`config.mk`:
```
export PLATFORM = sky130hd
export DESIGN_NAME = x10_uart_tx
export DESIGN_NICKNAME = d
export VERILOG_FILES = /design/src/rtl/x10_uart_tx.sv
export SDC_FILE = /design/constraint.sdc
export NUM_CORES = 1
export LEC_CHECK = 0
export BUFFER_PORTS_ARGS = -buffer_cell sky130_fd_sc_hd__buf_4
export CORE_MARGIN = 1.5
export CORE_UTILIZATION = 40
export CTS_BUF_LIST = sky130_fd_sc_hd__clkbuf_4 sky130_fd_sc_hd__clkbuf_8 sky130_fd_sc_hd__clkbuf_16
export DETAILED_ROUTE_END_ITERATION = 8
export RECOVER_POWER = 25
export SLEW_MARGIN = 20
export SYNTH_ARGS = -nofsm -noshare
export SYNTH_HDL_FRONTEND = slang
export SYNTH_SLANG_ARGS = --single-unit
```
`constraint.sdc`:
```
create_clock -name clk -period 5 [get_ports clk]
set_input_delay 0.75 -clock clk [delete_from_list [all_inputs] [get_ports clk]]
set_output_delay 0.75 -clock clk [all_outputs]
set_load 0.02 [all_outputs]
```
`src/rtl/x10_uart_tx.sv`:
```
// Serial console: queues the low byte of x10 on every value change, sends 8N1 frames on tx.
// Latency: x10 change -> tx start bit falls 2 cycles later; frame pitch 10*CLKS_PER_BIT+1.
// Backpressure: none upstream; a change seen while the queue is full is dropped and sets sticky overflow.
//
// Ports:
//   clk        system clock, rising edge
//   reset      asynchronous active-high reset
//   x10        processor x10 register value, sampled every cycle
//   tx         UART serial output, idle high, driven from a flop
//   busy       frame in flight or queue non-empty
//   overflow   sticky: a byte was dropped because the queue was full
//   fifo_count queued bytes, excluding the frame in flight
module x10_uart_tx #(
    parameter int CLKS_PER_BIT = 868,
    parameter int FIFO_DEPTH   = 8
) (
    input  logic                          clk,
    input  logic                          reset,
    input  logic [31:0]                   x10,
    output logic                          tx,
    output logic                          busy,
    output logic                          overflow,
    output logic [$clog2(FIFO_DEPTH):0]   fifo_count
);

    localparam int AW = $clog2(FIFO_DEPTH);
    localparam int CW = (CLKS_PER_BIT > 1) ? $clog2(CLKS_PER_BIT) : 1;
    localparam logic [CW-1:0] BAUD_LAST = CW'(CLKS_PER_BIT - 1);
    localparam logic [AW:0]   FULL_CNT  = (AW+1)'(FIFO_DEPTH);

    localparam logic [1:0] S_IDLE  = 2'd0;
    localparam logic [1:0] S_START = 2'd1;
    localparam logic [1:0] S_DATA  = 2'd2;
    localparam logic [1:0] S_STOP  = 2'd3;

    logic [31:0]   x10_prev_q;
    logic [7:0]    mem_q [FIFO_DEPTH];
    logic [AW:0]   wr_ptr_q;
    logic [AW:0]   rd_ptr_q;
    logic          overflow_q;

    logic [1:0]    state_q,   state_d;
    logic [CW-1:0] baud_q,    baud_d;
    logic [2:0]    bit_idx_q, bit_idx_d;
    logic [7:0]    shift_q,   shift_d;
    logic          tx_q,      tx_d;

    logic          push_req;
    logic          push;
    logic          pop;
    logic          fifo_empty;
    logic          fifo_full;
    logic          baud_end;
    logic [AW:0]   count;

    // Pointers are one bit wider than the index, so the difference is the
    // occupancy and full/empty are distinguishable without a separate flag.
    assign count      = wr_ptr_q - rd_ptr_q;
    assign fifo_empty = (count == '0);
    assign fifo_full  = (count == FULL_CNT);

    // Full 32-bit compare: a change only in the upper bits still sends the low byte.
    assign push_req = (x10 != x10_prev_q);
    // Pop only from a non-empty queue, so a push into an empty queue is never bypassed.
    assign pop      = (state_q == S_IDLE) && !fifo_empty;
    // A pop in the same cycle frees the slot, so a push into a full queue survives.
    assign push     = push_req && (!fifo_full || pop);

    always_ff @(posedge clk or posedge reset) begin
        if (reset) begin
            x10_prev_q <= '0;
            wr_ptr_q   <= '0;
            rd_ptr_q   <= '0;
            overflow_q <= 1'b0;
        end else begin
            x10_prev_q <= x10;
            if (push) begin
                wr_ptr_q <= wr_ptr_q + 1'b1;
            end
            if (pop) begin
                rd_ptr_q <= rd_ptr_q + 1'b1;
            end
            if (push_req && !push) begin
                overflow_q <= 1'b1;
            end
        end
    end

    // Storage needs no reset; occupancy is governed entirely by the pointers.
    always_ff @(posedge clk) begin
        if (push) begin
            mem_q[wr_ptr_q[AW-1:0]] <= x10[7:0];
        end
    end

    assign baud_end = (baud_q == BAUD_LAST);

    // tx_d is the level for the next cycle, so tx changes exactly on the
    // edge where the FSM enters the corresponding bit.
    always_comb begin
        state_d   = state_q;
        baud_d    = baud_q;
        bit_idx_d = bit_idx_q;
        shift_d   = shift_q;
        tx_d      = tx_q;
        case (state_q)
            S_IDLE: begin
                tx_d = 1'b1;
                if (!fifo_empty) begin
                    shift_d = mem_q[rd_ptr_q[AW-1:0]];
                    baud_d  = '0;
                    tx_d    = 1'b0;
                    state_d = S_START;
                end
            end
            S_START: begin
                if (baud_end) begin
                    baud_d    = '0;
                    bit_idx_d = 3'd0;
                    tx_d      = shift_q[0];
                    state_d   = S_DATA;
                end else begin
                    baud_d = baud_q + 1'b1;
                end
            end
            S_DATA: begin
                if (baud_end) begin
                    baud_d = '0;
                    if (bit_idx_q == 3'd7) begin
                        tx_d    = 1'b1;
                        state_d = S_STOP;
                    end else begin
                        // shift_q[1] is the bit that lands in [0] after this shift.
                        shift_d   = shift_q >> 1;
                        bit_idx_d = bit_idx_q + 3'd1;
                        tx_d      = shift_q[1];
                    end
                end else begin
                    baud_d = baud_q + 1'b1;
                end
            end
            S_STOP: begin
                tx_d = 1'b1;
                if (baud_end) begin
                    baud_d  = '0;
                    state_d = S_IDLE;
                end else begin
                    baud_d = baud_q + 1'b1;
                end
            end
            default: begin
                tx_d    = 1'b1;
                baud_d  = '0;
                state_d = S_IDLE;
            end
        endcase
    end

    always_ff @(posedge clk or posedge reset) begin
        if (reset) begin
            state_q   <= S_IDLE;
            baud_q    <= '0;
            bit_idx_q <= '0;
            shift_q   <= '0;
            tx_q      <= 1'b1;
        end else begin
            state_q   <= state_d;
            baud_q    <= baud_d;
            bit_idx_q <= bit_idx_d;
            shift_q   <= shift_d;
            tx_q      <= tx_d;
        end
    end

    assign tx         = tx_q;
    assign busy       = (state_q != S_IDLE) || !fifo_empty;
    assign overflow   = overflow_q;
    assign fifo_count = count;

endmodule
```
After elaboration in Yosys (flattened, before gate mapping)
Memories as Yosys holds them, arrays and structs flattened.
Index checks and enable logic that the tools add are counted.
{ "classes": {"addsub": 5, "n_eq_ne": 13, "mux": 24, "n_reduce_logical": 18} }
{ "op_table": {"columns": ["cell", "n"], "rows": [
  ["inequality test 32 bit", 1],
  ["2-to-1 mux 8 bit", 3],
  ["2-to-1 mux 10 bit", 2],
  ["one-hot mux 10 bit (2 select lines)", 1],
  ["one-hot mux 8 bit (2 select lines)", 1],
  ["inequality test 2 bit (second input constant)", 6],
  ["adder 10 x 1 -> 10 bit (second input constant)", 1],
  ["== test 10 bit (second input constant)", 1],
  ["2-to-1 mux 2 bit", 5],
  ["2-to-1 mux 3 bit", 3],
  ["adder 4 x 1 -> 4 bit (second input constant)", 2],
  ["one-hot mux 2 bit (4 select lines)", 1],
  ["AND reduction 4 bit", 2],
  ["2-to-1 mux 1 bit", 6],
  ["one-hot mux 3 bit (2 select lines)", 1],
  ["nonzero test 2 bit", 3],
  ["AND reduction 5 bit", 1],
  ["== test 2 bit (second input constant)", 2],
  ["== test 4 bit (second input constant)", 1],
  ["zero test 4 bit", 1],
  ["one-hot mux 1 bit (4 select lines)", 1],
  ["subtractor 4 bit", 1],
  ["adder 3 x 1 -> 3 bit (second input constant)", 1],
  ["== test 3 bit (second input constant)", 1],
  ["other kinds (7)", 12]
]} }
{ "totals": {"ff_bits": 65, "ram_bits": 64, "in_bits": 34, "out_inout_bits": 7, "elab_cells": 70, "mem_count": 1} }
{ "mem_list": {"columns": ["memory", "words", "width", "read_ports", "rd_ports_with_merged_regs", "write_ports", "line_no", "text"], "rows": [
  ["mem_q", 8, 8, 1, 0, 1, "37", "logic [7:0] mem_q [FIFO_DEPTH];"]
]} }

Depth between registers and ports, before layout
{ "logic_depth": {"depth_word": 8, "mapped_depth": 11, "depth_no_buf": 9} }

Least setup slack after synthesis
No wires, ideal clock.
{ "synth_timing": {"kind": "reg-to-output", "startpoint": "register rd_ptr_q[1]", "endpoint": "output busy", "arrival_ps": 2971, "required_time_ps": 4250, "path_slack_ps": 1279, "stages_incl_launch_ff": 10, "n_path_buf": 3, "cell_sequence": "dfrtp_1 clkbuf_1 clkbuf_1 inv_1 fa_1 xor2_1 or2_2 a211oi_1 buf_2 inv_1"} }
{ "synth_via": {"elab_chain_len": 4} }
{ "synth_lines": {"columns": ["element", "line_no", "text"], "rows": [
  ["from (decl)", "39", "logic [AW:0] rd_ptr_q;"],
  ["from (signal assigned)", "81", "rd_ptr_q <= rd_ptr_q + 1'b1;"],
  ["subtractor 4 bit", "58", "assign count = wr_ptr_q - rd_ptr_q;"],
  ["via fifo_count[2]", "23", "output logic [$clog2(FIFO_DEPTH):0] fifo_count"],
  ["zero test 4 bit", "59", "assign fifo_empty = (count == '0);"],
  ["zero test 1 bit", "176", "assign busy = (state_q != S_IDLE) || !fifo_empty;"],
  ["logical OR 1 bit", "176", null],
  ["to (decl)", "21", "output logic busy,"]
]} }
The timed path passes the listed nets, and every way through them passes these cells.

Worst setup path in the final report
{ "layout_timing": {"startpoint": "register rd_ptr_q[1]", "endpoint": "output busy"} }
{ "layout_via": {"elab_chain_len": 4} }
{ "layout_lines": {"columns": ["element", "line_no"], "rows": [
  ["subtractor 4 bit", "58"],
  ["zero test 4 bit", "59"],
  ["zero test 1 bit", "176"],
  ["logical OR 1 bit", "176"]
]} }
No other way between the ends.

==> run summary <==
Status: finished, final reports clean
Max-slew headroom: 41.1%
WL final: 9.23 mm
Cts repair resizes: 0
Final core utilization: 48.6%
Avg Inst Size Synth: 14.9 um2
Routed Antenna Nets: 0
Slew Limit Fails: 0
Worst Setup Start Kind: flip-flop
Maximum clock frequency: 263 MHz
Clock sinks: 129
Crit path time final: 3.80 ns
Number of setup buffers added after CTS: 0
FF+latch area: 3550 um2
Post-synthesis compound-gate area fraction: 5.96%
Synth Net Count: 413
Nets: 471
Leakage Power: 2.49 nW
Worst-Margin Slew: 0.873 ns
Worst Hold Class: in2reg
Final Hold Viols: 0
Final period utilization: 76.1%
Antenna violations before repair: 0
CP max-delay cell: dfrtp_1
Max clock buf depth: 2
Core area: 13300 um2
Proportion of synthesized area in mux cells: 10.2%
First-pass GRT wire length: 15.9 mm
Switching share of power: 27.8%
Remaining DRCs: 0
Port buffer count: 40
Antenna cells: 0
Syn Inst Count: 366
# fillers: 1169
NetSw: 868 uW
Row count: 42
Routability cong.: 0.770
Io pins: 41
Die height: 120 um
Synth Area in Simple Gates: 7.38%
Required time of the critical path: 4.25 ns
Sequential element share of the synthesized area: 65.0%
Initial Utilization: 41.1%
DP HPWL: 6.42 mm
Root buffer cell: clkbuf_16
DRT Pass-1 Iters: 4
Total number of H-tree levels: 4
Multi-input gate area: 1830 um2
Die W: 120 um
Max VDD drop: 0.255 mV
Max_cap viols: 0
Clk pwr share: 36.2%
RSZ-0062 raised after global routing: false
Seq cells post-synth: 129
DRT iter0 DRCs: 178
PnR worst setup slack: 1.20 ns
CP Buf/Inv Count: 4
CTS tree: yes
Critical Path End Type: primary output
Largest net degree at the start of global routing: 66
Setup CP Type: reg2out
Vias in the first global route: 3188
Vias per cell: 4.90
Top FF cell, synth: edfxtp_1
TNS Setup: 0 ns
CP Cell Sequence: inv_1 > fa_1 > xor2_1 > or2_2 > a211oi_1 > buf_4 > inv_1 > buf_4
WP data arrival: 3.05 ns
Post-Synth XOR/XNOR Area: 6.74%
Layout cell share with drive strength beyond 1: 20.4%
Synthesized area: 5460 um2
Combinational cell fraction of total power: 22.5%
Ys async rst share: 50.4%
CP max stage delay: 0.84 ns
Hold_buf cts: 0
PD cells: 484 nW/um2
Internal cell power: 2.26 mW
Worst slack, placed: 1.49 ns
Syn-to-layout area delta: 18.2%
Final setup viols: 0
Sequential share of power: 41.3%
Yosys Warn Count: 0
Total congestion overflow: 0
CTS buffer count: 17
Largest family of logic cells by synthesized area: multiplexers
Count of flip-flops with a built-in enable after synthesis: 64
Largest delay contributor family on the critical path: flip-flops
Die Footprint: 14400 um2
Yosys cell types: 45
Clock slew at reported path FFs: 0.06 ns
All-Layer GR Usage: 14.5%
Avg WL per Cell: 15.1 um
Clock skew: 0.00863 ns
Worst-path maximum fanout: 20
Adder-cell share of the synthesized area: 3.12%
Worst skew pair latency: 0.41 ns
Vias: 3003
[kinds of logic (layout without fill, tap and decap cells)]
family | count (synthesis) | after routing
fa+ha+maj | 13 | 13
compound gates | 49 | 49
xor+xnor | 42 | 42
mux | 34 | 34
flops | 129 | 129
buf+inv | 23 | 94
simple gates | 76 | 76
[cells in the final DEF, fill, tap and decap left out, types with 3 or more instances in the layout]
| cell type | n |
|---|---|
| a21oi_1 | 4 |
| a22o_1 | 5 |
| buf_4 | 17 |
| clkbuf_1 | 31 |
| clkbuf_16 | 18 |
| clkbuf_4 | 3 |
| clkinv_2 | 3 |
| clkinv_4 | 3 |
| dfrtp_1 | 64 |
| edfxtp_1 | 64 |
| ha_1 | 12 |
| inv_1 | 11 |
| mux2_2 | 11 |
| mux2i_1 | 7 |
| mux4_2 | 16 |
| nand2_1 | 26 |
| nand3_1 | 5 |
| nor2_1 | 12 |
| nor4_1 | 14 |
| o211ai_1 | 4 |
| o21ai_0 | 24 |
| xnor2_1 | 6 |
| xor2_1 | 36 |
[worst reg2reg max path: stages, from the launching register on]
cell	delay, ns
dfrtp_1	0.84
inv_1	0.20
fa_1	0.45
xor2_1	0.16
or2_2	0.34
nand4b_1	0.31
o211ai_1	0.25
inv_1	0.26
[final timing paths]
kind                        startpoint             end  slack, ns  cells past startpoint
setup / recovery           rd_ptr_q[1]            busy       1.20                      8
hold / removal                 x10[23]  x10_prev_q[23]       0.48                      1
setup reg to reg           rd_ptr_q[1]     mem_q[7][7]       1.89                      7
hold reg to reg            rd_ptr_q[3]     rd_ptr_q[3]       0.49                      1
max in group asynchronous        reset      shift_q[2]       3.88                      3
min in group asynchronous        reset   x10_prev_q[9]       0.58                      3
[per-layer routing]
layer,global-route usage [%],part of all wire [%],vias to the layer above,wire length (um)
met4,6.25,1.3,0,123
li1,-,-,1478,-
met3,4.28,3.3,11,306
met1,19.0,47,1472,4350
met5,0,0,-,0
met2,22.6,48,42,4450
[area by class of cell]
class / instances / area share (%)
multi-input combinational: 214 / 28.3
sequential: 129 / 55.0
tap: 176 / 3.41
timing repair buffer: 49 / 3.90
clock inverter: 11 / 1.24
inverter: 13 / 0.756
clock buffer: 21 / 7.42
[flip-flops by register name (all words and copies together), names as in the netlist]
| signal | count |
|---|---|
| bit_idx_q | 3 |
| wr_ptr_q | 4 |
| baud_q | 10 |
| tx | 1 |
| x10_prev_q | 32 |
| state_q | 2 |
| shift_q | 8 |
| rd_ptr_q | 4 |
| overflow | 1 |
| mem_q | 64 |
[cells in the mapped netlist (3+ instances only)]
cell | n | area share [%]
o21ai_0 | 24 | 2.2
inv_1 | 12 | 0.82
mux2_2 | 11 | 2.3
xnor2_1 | 6 | 0.96
xor2_1 | 36 | 5.8
dfrtp_1 | 64 | 29
nand2_1 | 26 | 1.8
buf_2 | 3 | 0.27
a21oi_1 | 4 | 0.37
o211ai_1 | 4 | 0.55
nor4_1 | 14 | 1.6
nor2_1 | 12 | 0.82
clkbuf_1 | 7 | 0.48
nand3_1 | 5 | 0.46
mux2i_1 | 7 | 1.3
mux4_2 | 16 | 6.6
a22o_1 | 5 | 0.80
ha_1 | 12 | 2.7
edfxtp_1 | 64 | 35
[power by group through the flow]
stage               sequential, mW  combinational (mW)  clock, mW
CTS                           1.29               0.723       1.16
finish                        1.29               0.702       1.13
global placement              1.31               0.705          0
detailed placement            1.31               0.720          0
floorplan                     1.29               0.527          0
global route                  1.30               0.767       1.21
[through the flow]
stage	instances	instance area, um2	power [mW]	hold slack (ns)
floorplan	366	5460	1.81	0.459
finish	613	6450	3.12	0.477
global route	613	6450	3.28	0.465
CTS	613	6570	3.18	0.440
detailed placement	581	6010	2.03	0.485
global placement	581	6010	2.01	0.485
No activity file was read; power rests on OpenSTA's default activity.
